## src/rtl/seg_scan_if.sv

```systemverilog
// Host/board-side signal bundle of the 7-segment scan controller.
// The master side drives load data and the external decoder output; the slave is the controller.
interface seg_scan_if #(
   parameter int unsigned DIGITS = 8
);
   logic                  load;
   logic [4*DIGITS-1:0]   data;
   logic [DIGITS-1:0]     dp_mask;
   logic [DIGITS-1:0]     en_mask;
   logic [3:0]            hex_out;
   logic [7:0]            seg_in;
   logic [7:0]            seg_out;
   logic [DIGITS-1:0]     an;
   logic                  load_ack;
   logic                  frame_start;

   modport master (
      output load, data, dp_mask, en_mask, seg_in,
      input  hex_out, seg_out, an, load_ack, frame_start
   );

   modport slave (
      input  load, data, dp_mask, en_mask, seg_in,
      output hex_out, seg_out, an, load_ack, frame_start
   );
endinterface

```

## src/rtl/seg_scan_ctrl.sv

```systemverilog
// Time-multiplexed common-anode 7-segment scan controller with double-buffered
// host data that only takes effect at a frame boundary.
module seg_scan_ctrl #(
   parameter int unsigned DIGITS    = 8,
   parameter int unsigned CLK_DIV   = 50000,
   parameter int unsigned BLANK_CYC = 500
) (
   input  logic     clk,
   input  logic     rst,
   seg_scan_if.slave bus
);
   localparam int unsigned CW = $clog2(CLK_DIV);
   localparam int unsigned IW = $clog2(DIGITS);

   typedef enum logic {S_BLANK, S_SHOW} state_e;

   state_e              state_q, state_d;
   logic [CW-1:0]       cnt_q, cnt_d;
   logic [IW-1:0]       idx_q, idx_d;

   logic [4*DIGITS-1:0] pend_data_q, act_data_q;
   logic [DIGITS-1:0]   pend_dp_q, pend_en_q, act_dp_q, act_en_q;
   logic                pend_vld_q;

   logic [DIGITS-1:0]   an_q, an_d;
   logic [7:0]          seg_q, seg_d;
   logic                ack_q, ack_d;
   logic                fs_q, fs_d;

   logic                blank_end, slot_end, last_digit, wrap;

   assign blank_end  = (cnt_q == CW'(BLANK_CYC - 1));
   assign slot_end   = (cnt_q == CW'(CLK_DIV - 1));
   assign last_digit = (idx_q == IW'(DIGITS - 1));
   assign wrap       = (state_q == S_SHOW) && slot_end && last_digit;

   always_ff @(posedge clk or posedge rst) begin
      if (rst) begin
         state_q <= S_BLANK;
         cnt_q   <= '0;
         idx_q   <= '0;
      end else begin
         state_q <= state_d;
         cnt_q   <= cnt_d;
         idx_q   <= idx_d;
      end
   end

   // One counter spans the whole slot; the state only marks where blanking ends.
   always_comb begin
      state_d = state_q;
      cnt_d   = slot_end ? '0 : cnt_q + CW'(1);
      idx_d   = idx_q;
      case (state_q)
         S_BLANK: if (blank_end) state_d = S_SHOW;
         S_SHOW: begin
            if (slot_end) begin
               state_d = S_BLANK;
               idx_d   = last_digit ? '0 : idx_q + IW'(1);
            end
         end
         default: state_d = S_BLANK;
      endcase
   end

   always_comb begin
      an_d  = '1;
      seg_d = 8'hFF;
      if ((state_q == S_SHOW) && act_en_q[idx_q]) begin
         an_d[idx_q] = 1'b0;
         seg_d       = {bus.seg_in[7:1], bus.seg_in[0] & ~act_dp_q[idx_q]};
      end
      ack_d = wrap && pend_vld_q;
      fs_d  = wrap;
   end

   // A load on the apply cycle lands in pending after the old pending moved to active.
   always_ff @(posedge clk or posedge rst) begin
      if (rst) begin
         pend_data_q <= '0;
         pend_dp_q   <= '0;
         pend_en_q   <= '0;
         pend_vld_q  <= 1'b0;
         act_data_q  <= '0;
         act_dp_q    <= '0;
         act_en_q    <= '0;
         an_q        <= '1;
         seg_q       <= 8'hFF;
         ack_q       <= 1'b0;
         fs_q        <= 1'b0;
      end else begin
         if (wrap && pend_vld_q) begin
            act_data_q <= pend_data_q;
            act_dp_q   <= pend_dp_q;
            act_en_q   <= pend_en_q;
         end
         if (bus.load) begin
            pend_data_q <= bus.data;
            pend_dp_q   <= bus.dp_mask;
            pend_en_q   <= bus.en_mask;
            pend_vld_q  <= 1'b1;
         end else if (wrap) begin
            pend_vld_q  <= 1'b0;
         end
         an_q  <= an_d;
         seg_q <= seg_d;
         ack_q <= ack_d;
         fs_q  <= fs_d;
      end
   end

   assign bus.hex_out     = act_data_q[{idx_q, 2'b00} +: 4];
   assign bus.an          = an_q;
   assign bus.seg_out     = seg_q;
   assign bus.load_ack    = ack_q;
   assign bus.frame_start = fs_q;
endmodule

```

## src/flat_wrapper.sv

```systemverilog
// flat-port wrapper written by rule: the top's interface ports become plain ports
module seg_scan_ctrl_flat 
#(
   parameter int unsigned DIGITS    = 8,
   parameter int unsigned CLK_DIV   = 50000,
   parameter int unsigned BLANK_CYC = 500
)
  (clk, rst, bus_load, bus_data, bus_dp_mask, bus_en_mask, bus_seg_in, bus_hex_out, bus_seg_out, bus_an, bus_load_ack, bus_frame_start);
  seg_scan_if #(.DIGITS(DIGITS)) bus_i ();
  input  logic clk;
  input  logic rst;
  input wire logic [$bits(bus_i.load)-1:0] bus_load;
  input wire logic [$bits(bus_i.data)-1:0] bus_data;
  input wire logic [$bits(bus_i.dp_mask)-1:0] bus_dp_mask;
  input wire logic [$bits(bus_i.en_mask)-1:0] bus_en_mask;
  input wire logic [$bits(bus_i.seg_in)-1:0] bus_seg_in;
  output wire logic [$bits(bus_i.hex_out)-1:0] bus_hex_out;
  output wire logic [$bits(bus_i.seg_out)-1:0] bus_seg_out;
  output wire logic [$bits(bus_i.an)-1:0] bus_an;
  output wire logic [$bits(bus_i.load_ack)-1:0] bus_load_ack;
  output wire logic [$bits(bus_i.frame_start)-1:0] bus_frame_start;
  assign bus_i.load = bus_load;
  assign bus_i.data = bus_data;
  assign bus_i.dp_mask = bus_dp_mask;
  assign bus_i.en_mask = bus_en_mask;
  assign bus_i.seg_in = bus_seg_in;
  assign bus_hex_out = bus_i.hex_out;
  assign bus_seg_out = bus_i.seg_out;
  assign bus_an = bus_i.an;
  assign bus_load_ack = bus_i.load_ack;
  assign bus_frame_start = bus_i.frame_start;
  seg_scan_ctrl #(.DIGITS(DIGITS), .CLK_DIV(CLK_DIV), .BLANK_CYC(BLANK_CYC)) u_core (.clk(clk), .rst(rst), .bus(bus_i));
endmodule
```

## config.mk

```make
export PLATFORM = sky130hd
export DESIGN_NAME = seg_scan_ctrl_flat
export DESIGN_NICKNAME = d
export VERILOG_FILES = /design/src/rtl/seg_scan_if.sv /design/src/rtl/seg_scan_ctrl.sv /design/src/flat_wrapper.sv
export SDC_FILE = /design/constraint.sdc
export NUM_CORES = 1
export LEC_CHECK = 0
export ABC_AREA = 1
export CORE_ASPECT_RATIO = 1.1
export CORE_MARGIN = 1
export CORE_UTILIZATION = 55
export CTS_CLUSTER_DIAMETER = 200
export DETAILED_ROUTE_END_ITERATION = 16
export GPL_ROUTABILITY_DRIVEN = 0
export PLACE_DENSITY_LB_ADDON = 0.25
export RECOVER_POWER = 50
export SYNTH_ARGS = -nofsm -noshare
export SYNTH_HDL_FRONTEND = slang
export SYNTH_SLANG_ARGS = --single-unit
```

## constraint.sdc

```tcl
create_clock -name clk -period 5.1 [get_ports clk]
set_input_delay 0.51 -clock clk [delete_from_list [all_inputs] [get_ports clk]]
set_output_delay 0.51 -clock clk [all_outputs]
set_load 0.005 [all_outputs]
```

==> flow_summary.toml <==
[power_and_ir_drop]
p_leak_uw = 0.00368
peakVddDrop_mv = 0.221
p_per_area_nw_per_um2 = 328

[timing]
final.setup.tns_ns = 0
worst_pin_slew_ns = 2.63
finalSetupViolCount = 0
fmaxAchievable_mhz = 284
clock_skew_ns = 0.0108
fin_crit_sh = 0.690
hold_viol_final = 0
timing.hold.ws_ns = 0.455
relSlewSlack = -0.764
finalCriticalPeriod_ns = 3.52
maxSlewViolCount = 141
rsz0062_at_grt = "false"

[route]
drc = 0
antenna_left = 0
firstDrtPassIters = 7
vias_per_cell = 5.28
vias = 4919
finalWirelength_mm = 13.5
drtIter0Drc = 283
wl_per_cell_um = 14.5

[clock_network]
clock_sinks = 135
cts_resized = 0
cts_hold_buf = 0
cts_tree = "built"
clk_pin_slew_ns = 0.06
cts_post_setup_buffers_inserted = 0
htreeDepth = 4
cts_buffers = 17
clk_latency_ns = 0.42
cts-root-buf = "clkbuf_16"
clock_path_buffers = 2

[worst_hold_path]
hp-start = "u_core.cnt_q[0]"
hold_depth = 1
hold_class = "reg2reg"
min_to = "u_core.cnt_q[0]"

[logic_synthesis]
synthMuxAreaShare = 0.00170
synth_area_sq_um = 5890
yosysSeqAreaShare = 0.577
syn_avg_cell_area_sq_um = 8.39
synthArstFlopShare = 1.00
synth_xor_area_frac = 0.00446
synth-main-ff-cell = "dfrtp_1"
synth_fa_ha_area_frac = 0.00637
synth_nets = 764
synth_cell_types = 29
synth_edf_count = 0
synth_compound_area_frac = 0.0259
synth_top_family_by_area = "simple AND/OR/NAND/NOR gates"
ys_ff_latch = 135
yosys.area_share.simple = 0.326
synth_warnings = 0
synthCells = 702

[critical_path]
path_class = "in2async"
r2r-end = "u_core.act_data_q[14]"
required_ns = 5.36
cp-start-kind = "input port"
rr_worst_depth = 9
worstReg2RegStart = "u_core.cnt_q[0]"
ff2ff_setup_slack_ns = 2.08
crit_arrival_ns = 3.78
critPathCaptureType = "async pin"
critical_path.max_fanout = 61

[floorplan]
boundaryPins = 81
row_count = 39
start_util = 0.567
die_h_um = 111
core_region_area_sq_um = 10400
die-area_sq_um = 11100
die-width_um = 101

[global_route]
grt-ovfl-total = 0
grt_usage = 0.262
met2_usage = 0.443
antenna_found_initial = 0
grt_max_degree = 62
grt_pass1_wl_mm = 22.6
grt_use_met3 = 0.0551
busiest_layer = "met2"
grt_use_met1 = 0.317
grt_pass1_vias = 4891

[final_layout]
diodes = 0
fin_area_sq_um = 7280
layout-drive-gt1-share = 0.0774
mostFrequentLayoutCell = "nand2_1"
syn2layout_area_growth_pct = 23.5
nets = 837
final_cell_mix = "nand2_1, dfrtp_1, nand3_1, clkdlybuf4s50_1, inv_1"

[place]
dpl_cell_area_sq_um = 6760
hpwl_mm = 8.72
portBuffers = 80

[flow_run]
maxCapViolations = 3

[status]
violations = "max-capacitance violations, max-slew violations"
status = "complete, but fails checks"
==> metrics by stage <==
| stage | std cells | setup slack [ns] | power [uW] | util |
|---|---|---|---|---|
| floorplan | 702 | 1.01 | 1190 | - |
| global placement | 899 | 2.59 | 1250 | 0.650 |
| detailed placement | 899 | 2.57 | 1260 | 0.650 |
| CTS | 931 | 2.09 | 2400 | 0.704 |
| global route | 931 | 0.960 | 2470 | 0.700 |
| finish | 931 | 1.58 | 2390 | 0.700 |
==> how the worst max path moves through the flow <==
stage,from,endpoint,slack (ns),cells past startpoint
6_report,rst,u_core.act_data_q[9],1.58,3
5_1_grt,rst,u_core.pend_data_q[24],0.96,3
4_1_cts,u_core.idx_q[0],bus_hex_out[3],2.09,7
3_5_place_dp,u_core.idx_q[0],bus_hex_out[3],2.57,7
3_3_place_gp,u_core.idx_q[0],bus_hex_out[3],2.59,7
2_1_floorplan,rst,u_core.act_data_q[0],1.01,1
==> routing by layer <==
| metal | vias up | share of wire |
|---|---|---|
| met5 | - | 0 |
| met4 | 0 | 0.031 |
| met3 | 40 | 0.048 |
| met2 | 168 | 0.52 |
| met1 | 2356 | 0.40 |
| li1 | 2355 | - |
==> synthesized netlist by cell type, types with 7 or more instances <==
cell type	count	area, sq um
a22oi_1	7	52.6
buf_2	8	40.0
clkbuf_1	17	63.8
dfrtp_1	119	2980
dfstp_2	16	420
inv_1	47	176
nand2_1	304	1140
nand3_1	79	395
nand3b_1	7	52.6
nor2_1	36	135
nor3_1	9	45.0
o21ai_0	11	55.1
==> flip-flops by register name, indices dropped and copies added, names as in the netlist <==
register and flops:
u_core.bus.seg_out 8, u_core.act_data_q 32, u_core.act_dp_q 8, u_core.cnt_q 16, u_core.pend_en_q 8, u_core.pend_dp_q 8
u_core.bus.load_ack 1, u_core.state_q 1, u_core.bus.frame_start 1, u_core.bus.an 8, u_core.idx_q 3, u_core.act_en_q 8
u_core.pend_vld_q 1, u_core.pend_data_q 32
==> worst max-delay path: stages <==
cell           delay (ns)
dlygate4sd3_1        0.55
clkinvlp_2           1.50
clkbuf_1             1.18
==> layout make-up <==
| class | count | area, sq um |
|---|---|---|
| Timing Repair Buffer | 86 | 836 |
| Clock inverter | 11 | 104 |
| Fill cell | 827 | 3120 |
| Tap cell | 143 | 179 |
| Multi-Input combinational cell | 486 | 2110 |
| Inverter | 49 | 185 |
| Sequential cell | 135 | 3400 |
| Clock buffer | 21 | 460 |
==> report_power, final <==
group	leakage [uW]	internal [uW]	total [uW]	switching, uW
registers	0.00173	1110	1130	20.2
logic	0.00169	56.7	113	56.6
clock network	0.000261	695	1150	454
==> logic make-up (layout without fill, tap and decap cells) <==
group,after synthesis,in the layout
AOI/OAI and AO/OA,26,26
muxes,1,1
DFF,135,135
xor gates and xnor gates,3,3
adders and majority gates,3,3
buffers and inverters,81,167
and+or+nand+nor,453,453
Power figures use the tool's default switching activity.
